<file path="src/rtl/vga_timing_gen_if.sv">
// Raster/colour bundle between the VGA timing block (master) and the drawing logic (slave).
interface vga_timing_gen_if;
  logic        pix_tick;
  logic [9:0]  hCount;
  logic [9:0]  vCount;
  logic        bright;
  logic        frame_start;
  logic [11:0] rgb_in;
  logic [11:0] rgb_out;
  logic        hSync;
  logic        vSync;
  logic        test_mode;

  modport master (
    output pix_tick, hCount, vCount, bright, frame_start, rgb_out, hSync, vSync,
    input  rgb_in, test_mode
  );

  modport slave (
    input  pix_tick, hCount, vCount, bright, frame_start, rgb_out, hSync, vSync,
    output rgb_in, test_mode
  );
endinterface

</file>
<file path="src/rtl/vga_timing_gen.sv">
// 640x480@60 VGA raster timing, colour blanking and pixel-aligned sync output stage.
// Define TEST_PATTERN_EN to build in the 8-bar colour test pattern selected by test_mode.
module vga_timing_gen #(
  parameter int CLK_DIV  = 4,
  parameter int H_SYNC   = 96,
  parameter int H_BP     = 48,
  parameter int H_ACTIVE = 640,
  parameter int H_TOTAL  = 800,
  parameter int V_SYNC   = 2,
  parameter int V_BP     = 33,
  parameter int V_ACTIVE = 480,
  parameter int V_TOTAL  = 525,
  parameter bit SYNC_POL = 1'b0
) (
  input  logic               clk,
  input  logic               rst,
  vga_timing_gen_if.master   vga
);

  localparam int DW = (CLK_DIV > 1) ? $clog2(CLK_DIV) : 1;
  localparam logic [DW-1:0] DIV_LAST = DW'(CLK_DIV - 1);

  localparam logic [9:0] H_LAST   = 10'(H_TOTAL - 1);
  localparam logic [9:0] V_LAST   = 10'(V_TOTAL - 1);
  localparam logic [9:0] H_FIRST  = 10'(H_SYNC + H_BP);
  localparam logic [9:0] H_END    = 10'(H_SYNC + H_BP + H_ACTIVE - 1);
  localparam logic [9:0] V_FIRST  = 10'(V_SYNC + V_BP);
  localparam logic [9:0] V_END    = 10'(V_SYNC + V_BP + V_ACTIVE - 1);
  localparam logic [9:0] H_SYNC_W = 10'(H_SYNC);
  localparam logic [9:0] V_SYNC_W = 10'(V_SYNC);

  logic [DW-1:0] div;
  logic          pix_tick;
  logic [9:0]    h_cnt, v_cnt, h_nxt, v_nxt;
  logic          bright, bright_nxt;
  logic [11:0]   rgb_q, pix_rgb;
  logic          hs_q, vs_q;

  // bright is decoded from the post-increment position so it lines up with h_cnt/v_cnt
  always_comb begin
    h_nxt = h_cnt + 10'd1;
    v_nxt = v_cnt;
    if (h_cnt == H_LAST) begin
      h_nxt = '0;
      v_nxt = (v_cnt == V_LAST) ? '0 : v_cnt + 10'd1;
    end
    bright_nxt = (h_nxt >= H_FIRST) && (h_nxt <= H_END) &&
                 (v_nxt >= V_FIRST) && (v_nxt <= V_END);
  end

`ifdef TEST_PATTERN_EN
  localparam logic [9:0] BAR_W = 10'(H_ACTIVE / 8);
  logic [9:0]  bar_off;
  logic [2:0]  bar_idx;
  logic [11:0] bar_rgb;

  always_comb begin
    bar_off = h_cnt - H_FIRST;
    bar_idx = 3'(bar_off / BAR_W);
    case (bar_idx)
      3'd0:    bar_rgb = 12'hFFF;
      3'd1:    bar_rgb = 12'hFF0;
      3'd2:    bar_rgb = 12'h0FF;
      3'd3:    bar_rgb = 12'h0F0;
      3'd4:    bar_rgb = 12'hF0F;
      3'd5:    bar_rgb = 12'hF00;
      3'd6:    bar_rgb = 12'h00F;
      default: bar_rgb = 12'h000;
    endcase
    pix_rgb = vga.test_mode ? bar_rgb : vga.rgb_in;
  end
`else
  logic unused_test_mode;
  assign unused_test_mode = vga.test_mode;
  assign pix_rgb = vga.rgb_in;
`endif

  always_ff @(posedge clk) begin
    if (rst) begin
      div      <= '0;
      pix_tick <= 1'b0;
      h_cnt    <= '0;
      v_cnt    <= '0;
      bright   <= 1'b0;
      rgb_q    <= '0;
      hs_q     <= ~SYNC_POL;
      vs_q     <= ~SYNC_POL;
    end else begin
      div      <= (div == DIV_LAST) ? '0 : div + 1'b1;
      pix_tick <= (div == DIV_LAST);
      if (pix_tick) begin
        h_cnt  <= h_nxt;
        v_cnt  <= v_nxt;
        bright <= bright_nxt;
        // one pixel of latency: colour and sync both describe the pixel just left
        rgb_q  <= bright ? pix_rgb : 12'h000;
        hs_q   <= (h_cnt < H_SYNC_W) ? SYNC_POL : ~SYNC_POL;
        vs_q   <= (v_cnt < V_SYNC_W) ? SYNC_POL : ~SYNC_POL;
      end
    end
  end

  assign vga.pix_tick    = pix_tick;
  assign vga.hCount      = h_cnt;
  assign vga.vCount      = v_cnt;
  assign vga.bright      = bright;
  assign vga.frame_start = pix_tick && (h_cnt == H_LAST) && (v_cnt == V_LAST);
  assign vga.rgb_out     = rgb_q;
  assign vga.hSync       = hs_q;
  assign vga.vSync       = vs_q;

endmodule
</file>
<file path="src/flat_wrapper.sv">
// flat-port wrapper written by rule: the top's interface ports become plain ports
module vga_timing_gen_flat 
#(
  parameter int CLK_DIV  = 4,
  parameter int H_SYNC   = 96,
  parameter int H_BP     = 48,
  parameter int H_ACTIVE = 640,
  parameter int H_TOTAL  = 800,
  parameter int V_SYNC   = 2,
  parameter int V_BP     = 33,
  parameter int V_ACTIVE = 480,
  parameter int V_TOTAL  = 525,
  parameter bit SYNC_POL = 1'b0
)
  (clk, rst, vga_pix_tick, vga_hCount, vga_vCount, vga_bright, vga_frame_start, vga_rgb_out, vga_hSync, vga_vSync, vga_rgb_in, vga_test_mode);
  vga_timing_gen_if vga_i ();
  input  logic clk;
  input  logic rst;
  output wire logic [$bits(vga_i.pix_tick)-1:0] vga_pix_tick;
  output wire logic [$bits(vga_i.hCount)-1:0] vga_hCount;
  output wire logic [$bits(vga_i.vCount)-1:0] vga_vCount;
  output wire logic [$bits(vga_i.bright)-1:0] vga_bright;
  output wire logic [$bits(vga_i.frame_start)-1:0] vga_frame_start;
  output wire logic [$bits(vga_i.rgb_out)-1:0] vga_rgb_out;
  output wire logic [$bits(vga_i.hSync)-1:0] vga_hSync;
  output wire logic [$bits(vga_i.vSync)-1:0] vga_vSync;
  input wire logic [$bits(vga_i.rgb_in)-1:0] vga_rgb_in;
  input wire logic [$bits(vga_i.test_mode)-1:0] vga_test_mode;
  assign vga_pix_tick = vga_i.pix_tick;
  assign vga_hCount = vga_i.hCount;
  assign vga_vCount = vga_i.vCount;
  assign vga_bright = vga_i.bright;
  assign vga_frame_start = vga_i.frame_start;
  assign vga_rgb_out = vga_i.rgb_out;
  assign vga_hSync = vga_i.hSync;
  assign vga_vSync = vga_i.vSync;
  assign vga_i.rgb_in = vga_rgb_in;
  assign vga_i.test_mode = vga_test_mode;
  vga_timing_gen #(.CLK_DIV(CLK_DIV), .H_SYNC(H_SYNC), .H_BP(H_BP), .H_ACTIVE(H_ACTIVE), .H_TOTAL(H_TOTAL), .V_SYNC(V_SYNC), .V_BP(V_BP), .V_ACTIVE(V_ACTIVE), .V_TOTAL(V_TOTAL), .SYNC_POL(SYNC_POL)) u_core (.clk(clk), .rst(rst), .vga(vga_i));
endmodule
</file>
<file path="config.mk">
export PLATFORM = sky130hd
export DESIGN_NAME = vga_timing_gen_flat
export DESIGN_NICKNAME = d
export VERILOG_FILES = /design/src/rtl/vga_timing_gen_if.sv /design/src/rtl/vga_timing_gen.sv /design/src/flat_wrapper.sv
export SDC_FILE = /design/constraint.sdc
export NUM_CORES = 1
export LEC_CHECK = 0
export ABC_CLOCK_PERIOD_IN_PS = 5100
export CAP_MARGIN = 20
export CORE_ASPECT_RATIO = 0.5
export CORE_MARGIN = 5
export CORE_UTILIZATION = 29
export CTS_CLUSTER_DIAMETER = 120
export DETAILED_ROUTE_END_ITERATION = 10
export SLEW_MARGIN = 20
export SYNTH_ARGS = -nofsm -noshare
export SYNTH_HDL_FRONTEND = slang
export SYNTH_SLANG_ARGS = --single-unit
</file>
<file path="constraint.sdc">
create_clock -name clk -period 5.1 [get_ports clk]
set_clock_uncertainty 0.2 [all_clocks]
set_input_delay 0.51 -clock clk [delete_from_list [all_inputs] [get_ports clk]]
set_output_delay 0.51 -clock clk [all_outputs]
set_load 0.01 [all_outputs]
</file>
==> impl_metrics.ini, run 1 <==
[worst_setup_path]
crit_buf_inv = 1
cpMaxStageDelayCell = clkdlybuf4s50_1
critPathArrivalTime_ns = 2.78
critPathMaxStageDelay_ns = 0.55
cp-start-kind = flip-flop
crit_path_cell_trace = ha_1 > and4_1 > and3_1 > nand2_1 > nor2_1 > clkdlybuf4s50_1
worstSetupPathType = flip-flop to output pin
crit_path_end_kind = output pin
worst_ep_required_time_ns = 4.39
critPathTopFamily = simple AND/OR/NAND/NOR gates
cp_max_fo = 9

[finish]
finalNetCount = 300
syn2layout_area_growth_pct = 32.0
final_cell_mix = clkdlybuf4s50_1 (50), nor2_1 (40), dfxtp_1 (38), nand2_1 (18), a21oi_1 (16)
final_common_cell = clkdlybuf4s50_1
drive_gt1_share_pct = 7.83
diodes = 0
final_area_um2 = 2650

[place]
gp_congestion = 0.799
portBuffers = 50
dpl_cell_area_um2 = 2500
dpl.hpwl_um = 3470
dp_slack_ns = 1.94

[pwr]
seqPwrFrac_pct = 47.9
p_int_uw = 502
p_total_uw = 641
pwr-share-clk_pct = 46.7
p_per_area_nw_per_um2 = 242
peakVddDrop_mv = 0.154
switchingPower_uw = 139
p_comb_share_pct = 5.3
p_leak_nw = 0.884
switching_share_pct = 21.7

[floorplan]
die_h_um = 68.8
ioPinCount = 52
core_um2 = 6700
start_util_pct = 29.9
die_w_um = 128
dieArea_um2 = 8780
rows = 21

[logic_synthesis]
async_flop_share_pct = 0
syn-num-nets = 261
yosys_warnings = 0
yosys.area.top_type_share_pct = 37.9
synth-seq-cells = 38
synthTopCellsByArea = dfxtp_1 (38%), nor2_1 (7.5%), a22oi_1 (4.5%)
ys_seq_area_share_pct = 37.9
yosys.area.top_type = dfxtp_1
syn_area_um2 = 2010
syn_area_per_cell_um2 = 8.32
synth_flop_cell = dfxtp_1
synth-edff-count = 0
yosysUniqueCellTypes = 52
netlist_instances = 241

[drt]
drc = 0
routed_wirelength_um = 5060
drtIter0Drc = 112
via_per_inst = 5.06
ant_nets = 0
wl_per_cell_um = 13.6
first_pass_iters = 4
dr_total_vias = 1888

[global_route]
grt_overflow_total = 0
grt_max_degree = 39
busiest_layer = met2
antenna_found_initial = 0
grt_usage_pct = 11.9
grt_pass1_vias = 1790
use_met2_pct = 20.4
grtUsageMet1_pct = 15.0
grt_pass1_wl_um = 8450
grt_util_met3_pct = 2.54

[sta]
fmax_mhz = 287
worst_pin_slew_ns = 0.795
hold_viol = 0
relSlewSlack_pct = 47.0
setup_tns_ns = 0
setup_ws_ns = 1.61
setup_viol = 0
rsz0062_at_grt = false
drv_slew = 0
layout_min_cycle_time_ns = 3.49
finalCritPeriodShare_pct = 68.4

[clocking]
htree_levels = 2
cts_buffers = 5
clock_tree.root_cell = clkbuf_16
clk_latency_ns = 0.28
postCtsHoldBufs = 0
cts_tree = yes
cts.clk_slew.worst_paths_ns = 0.06
cts_sinks = 38
cts_setup_buffers = 0
cts.repair.resized = 0
cts_buffer_depth = 2

[run]
maxCapViolations = 0

[run_status]
outcome = complete, no violations

[worst_hold_path]
hold_class = flip-flop to flip-flop
metal layers:
layer	up-vias	routed length (um)	part of all wire, %
met1	893	2410	48
met4	0	34	0.67
met3	2	201	4.0
met5	-	0	0
met2	42	2410	48
li1	951	-	-
cell families (layout without fill, tap and decap cells):
group,Yosys count,after routing,synth area share (%)
buf+inv,24,64,7.11
xor+xnor,7,7,3.06
fa+ha+maj,5,5,3.12
simple gates,106,106,27.6
compound gates,61,61,21.1
flops,38,38,37.9
worst reg2reg max path, delay by kind of cell (launching register included):
kind / cells / cell delay [ns]
compound gates: 3 / 0.54
fa+ha+maj: 1 / 0.21
flops: 1 / 0.40
simple gates: 3 / 1.43
worst paths after layout:
path	cells past startpoint	to	slack [ns]	startpoint
worst min register to register	1	u_core.div[0]$_SDFF_PP0_	0.23	u_core.div[0]$_SDFF_PP0_
worst max-delay path	6	vga_frame_start	1.61	u_core.vga.hCount[0]$_SDFFE_PP0P_
worst max register to register	7	u_core.vga.bright$_SDFFE_PP0P_	2.23	u_core.vga.hCount[0]$_SDFFE_PP0P_
worst min-delay path	1	u_core.div[0]$_SDFF_PP0_	0.23	u_core.div[0]$_SDFF_PP0_
registers in the layout (all words and copies together), names as in the netlist:
| register | count |
|---|---|
| u_core.vga.pix_tick | 1 |
| u_core.vga.hCount | 10 |
| u_core.div | 2 |
| u_core.vga.bright | 1 |
| u_core.vga.hSync | 1 |
| u_core.vga.vCount | 10 |
| u_core.vga.vSync | 1 |
| u_core.vga.rgb_out | 12 |
power by group through the flow:
stage | combinational, mW | clock, mW | sequential, mW
floorplan | 0.0176 | 0 | 0.312
global placement | 0.0338 | 0 | 0.313
detailed placement | 0.0348 | 0 | 0.314
CTS | 0.0348 | 0.311 | 0.307
global route | 0.0378 | 0.322 | 0.308
finish | 0.0342 | 0.300 | 0.307
cells in the mapped netlist (all sizes together), types with 2 or more instances:
cell / n
a211o: 2
a211oi: 4
a21oi: 18
a22oi: 12
a311oi: 3
and2: 3
and3: 5
and4: 3
buf: 6
clkbuf: 12
dfxtp: 38
ha: 5
inv: 5
nand2: 18
nand3: 6
nand4: 7
nor2: 40
nor2b: 2
nor3: 7
nor4: 4
o211ai: 2
o21ai: 9
o31a: 2
or2: 2
or3: 2
or4: 4
xnor2: 2
xor2: 5
per-stage QoR:
stage,hold WS (ns),util (%),cells
detailed placement,0.226,37.4,365
global placement,0.216,37.4,365
finish,0.234,39.5,373
CTS,0.235,39.5,373
global route,0.250,39.5,373
floorplan,0.208,-,241
layout make-up:
type	instances	area (um2)
Fill cell	669	4050
Sequential cell	38	761
Clock buffer	6	129
Multi-Input combinational cell	179	1100
Clock inverter	2	13.8
Tap cell	92	115
Timing Repair Buffer	51	508
Inverter	5	18.8
No activity file was read; power rests on OpenSTA's default activity.
==> inputs of run 2 (changes only) <==
--- a/config.mk
+++ b/config.mk
@@ -5,7 +5,7 @@
 export SDC_FILE = /design/constraint.sdc
 export NUM_CORES = 1
 export LEC_CHECK = 0
-export ABC_CLOCK_PERIOD_IN_PS = 5100
+export ABC_CLOCK_PERIOD_IN_PS = 3000
 export CAP_MARGIN = 20
 export CORE_ASPECT_RATIO = 0.5
 export CORE_MARGIN = 5
==> constraint.sdc (replaced) <==
create_clock -name clk -period 3 [get_ports clk]
set_clock_uncertainty 0.2 [all_clocks]
set_input_delay 0.3 -clock clk [delete_from_list [all_inputs] [get_ports clk]]
set_output_delay 0.3 -clock clk [all_outputs]
set_load 0.01 [all_outputs]
==> impl_metrics.ini, run 2 (same netlist as run 1, synthesis figures left out) <==
[finish]
final_common_cell = clkdlybuf4s50_1
final_area_um2 = 2730
finalNetCount = 310
instances_no_fill = 383
syn2layout_area_growth_pct = 36.3
final_util_pct = 40.8
diodes = 0
largest_register_ffs = 12
final_cell_mix = clkdlybuf4s50_1 (50), nor2_1 (40), dfxtp_1 (38), nand2_1 (18), a21oi_1 (16)
drive_gt1_share_pct = 12.0

[worst_setup_path]
crit_path_end_kind = output pin
critPathArrivalTime_ns = 2.36
crit_buf_inv = 1
cp-start-kind = flip-flop
critPathTopFamily = simple AND/OR/NAND/NOR gates
critPathMaxStageDelay_ns = 0.54
worst_ep_required_time_ns = 2.50
cpMaxStageDelayCell = clkdlybuf4s50_1
worstSetupPathType = flip-flop to output pin
cp_max_fo = 8
crit_path_cell_trace = or4_4 > or3_1 > nor2_1 > clkdlybuf4s50_1
r2r_slack_ns = 0.23

[global_route]
grt_usage_pct = 12.6
antenna_found_initial = 0
grt_max_degree = 24
grt_pass1_wl_um = 9050
grt_pass1_vias = 1876
grt_overflow_total = 0

[floorplan]
die_w_um = 128
start_util_pct = 29.9
core_um2 = 6700
dieArea_um2 = 8780
die_h_um = 68.8
ioPinCount = 52
rows = 21

[sta]
finalCritPeriodShare_pct = 95.4
hold_slack_ns = 0.238
worst_pin_slew_ns = 0.904
setup_ws_ns = 0.137
rsz0062_at_grt = false
relSlewSlack_pct = 39.6
drv_slew = 0
fmax_mhz = 349
layout_min_cycle_time_ns = 2.86
setup_tns_ns = 0
setup_viol = 0
hold_viol = 0

[place]
place_inst = 375
dpl.hpwl_um = 3750
portBuffers = 50
dp_slack_ns = 0.241
dpl_cell_area_um2 = 2580
gp_congestion = 0.799

[clocking]
clock_tree.root_cell = clkbuf_16
cts_setup_buffers = 0
cts_buffer_depth = 2
clk_latency_ns = 0.28
cts_buffers = 5
htree_levels = 2
cts_tree = yes
cts.clk_slew.worst_paths_ns = 0.06
cts_sinks = 38

[drt]
via_per_inst = 5.06
first_pass_iters = 4
ant_nets = 0
routed_wirelength_um = 5240
dr_total_vias = 1939
drtIter0Drc = 120
drc = 0
wl_per_cell_um = 13.7

[pwr]
p_per_area_nw_per_um2 = 409
p_leak_nw = 0.936
p_total_mw = 1.12
peakVddDrop_mv = 0.341

[worst_hold_path]
hold_class = flip-flop to flip-flop

[run_status]
outcome = complete, no violations

[run]
maxCapViolations = 0
-- run 2: final timing paths --
check / start / endpoint / cells after the start
hold / removal: u_core.div[0]$_SDFF_PP0_ / u_core.div[0]$_SDFF_PP0_ / 1
setup / recovery: u_core.vga.vCount[6]$_SDFFE_PP0P_ / vga_frame_start / 4
setup reg to reg: u_core.vga.hCount[0]$_SDFFE_PP0P_ / u_core.vga.bright$_SDFFE_PP0P_ / 8
hold reg to reg: u_core.div[0]$_SDFF_PP0_ / u_core.div[0]$_SDFF_PP0_ / 1
-- run 2: timing repair --
item | 4_1_cts | 5_1_grt
setup endpoints to repair | 0 | 2
gates resized for setup | 0 | 2
endpoints found under the hold margin | 0 | 0
hold buffers | 0 | 0
-- run 2: final cells by class --
cell class / count / area, um2
tap: 92 / 115
multi-input combinational: 179 / 1100
clock inverter: 2 / 12.5
timing repair buffer: 61 / 583
inverter: 5 / 18.8
clock buffer: 6 / 139
fill: 672 / 3970
sequential: 38 / 761
-- run 2: power by group --
part	switching (mW)	internal, mW	total [mW]	leakage [nW]
Clock	0.206	0.329	0.535	0.0729
Sequential	0.00865	0.513	0.521	0.307
Combinational	0.0266	0.0353	0.0618	0.557
-- run 2: routing by layer --
layer	routed length (um)	global-route usage [%]	share of wire [%]	vias to the layer above
li1	-	-	-	974
met1	2550	16.2	49	933
met2	2480	22.3	47	30
met3	167	2.46	3.2	2
met4	34	2.78	0.65	0
met5	0	0	0	-
==> inputs of run 3 (changes only) <==
--- a/config.mk
+++ b/config.mk
@@ -5,13 +5,13 @@
 export SDC_FILE = /design/constraint.sdc
 export NUM_CORES = 1
 export LEC_CHECK = 0
-export ABC_CLOCK_PERIOD_IN_PS = 3000
 export CAP_MARGIN = 20
 export CORE_ASPECT_RATIO = 0.5
 export CORE_MARGIN = 5
 export CORE_UTILIZATION = 29
 export CTS_CLUSTER_DIAMETER = 120
 export DETAILED_ROUTE_END_ITERATION = 10
+export GPL_ROUTABILITY_DRIVEN = 0
 export SLEW_MARGIN = 20
 export SYNTH_ARGS = -nofsm -noshare
 export SYNTH_HDL_FRONTEND = slang
==> results of run 3 <==
The final DEF is identical to that of run 2; final timing and power are the same.
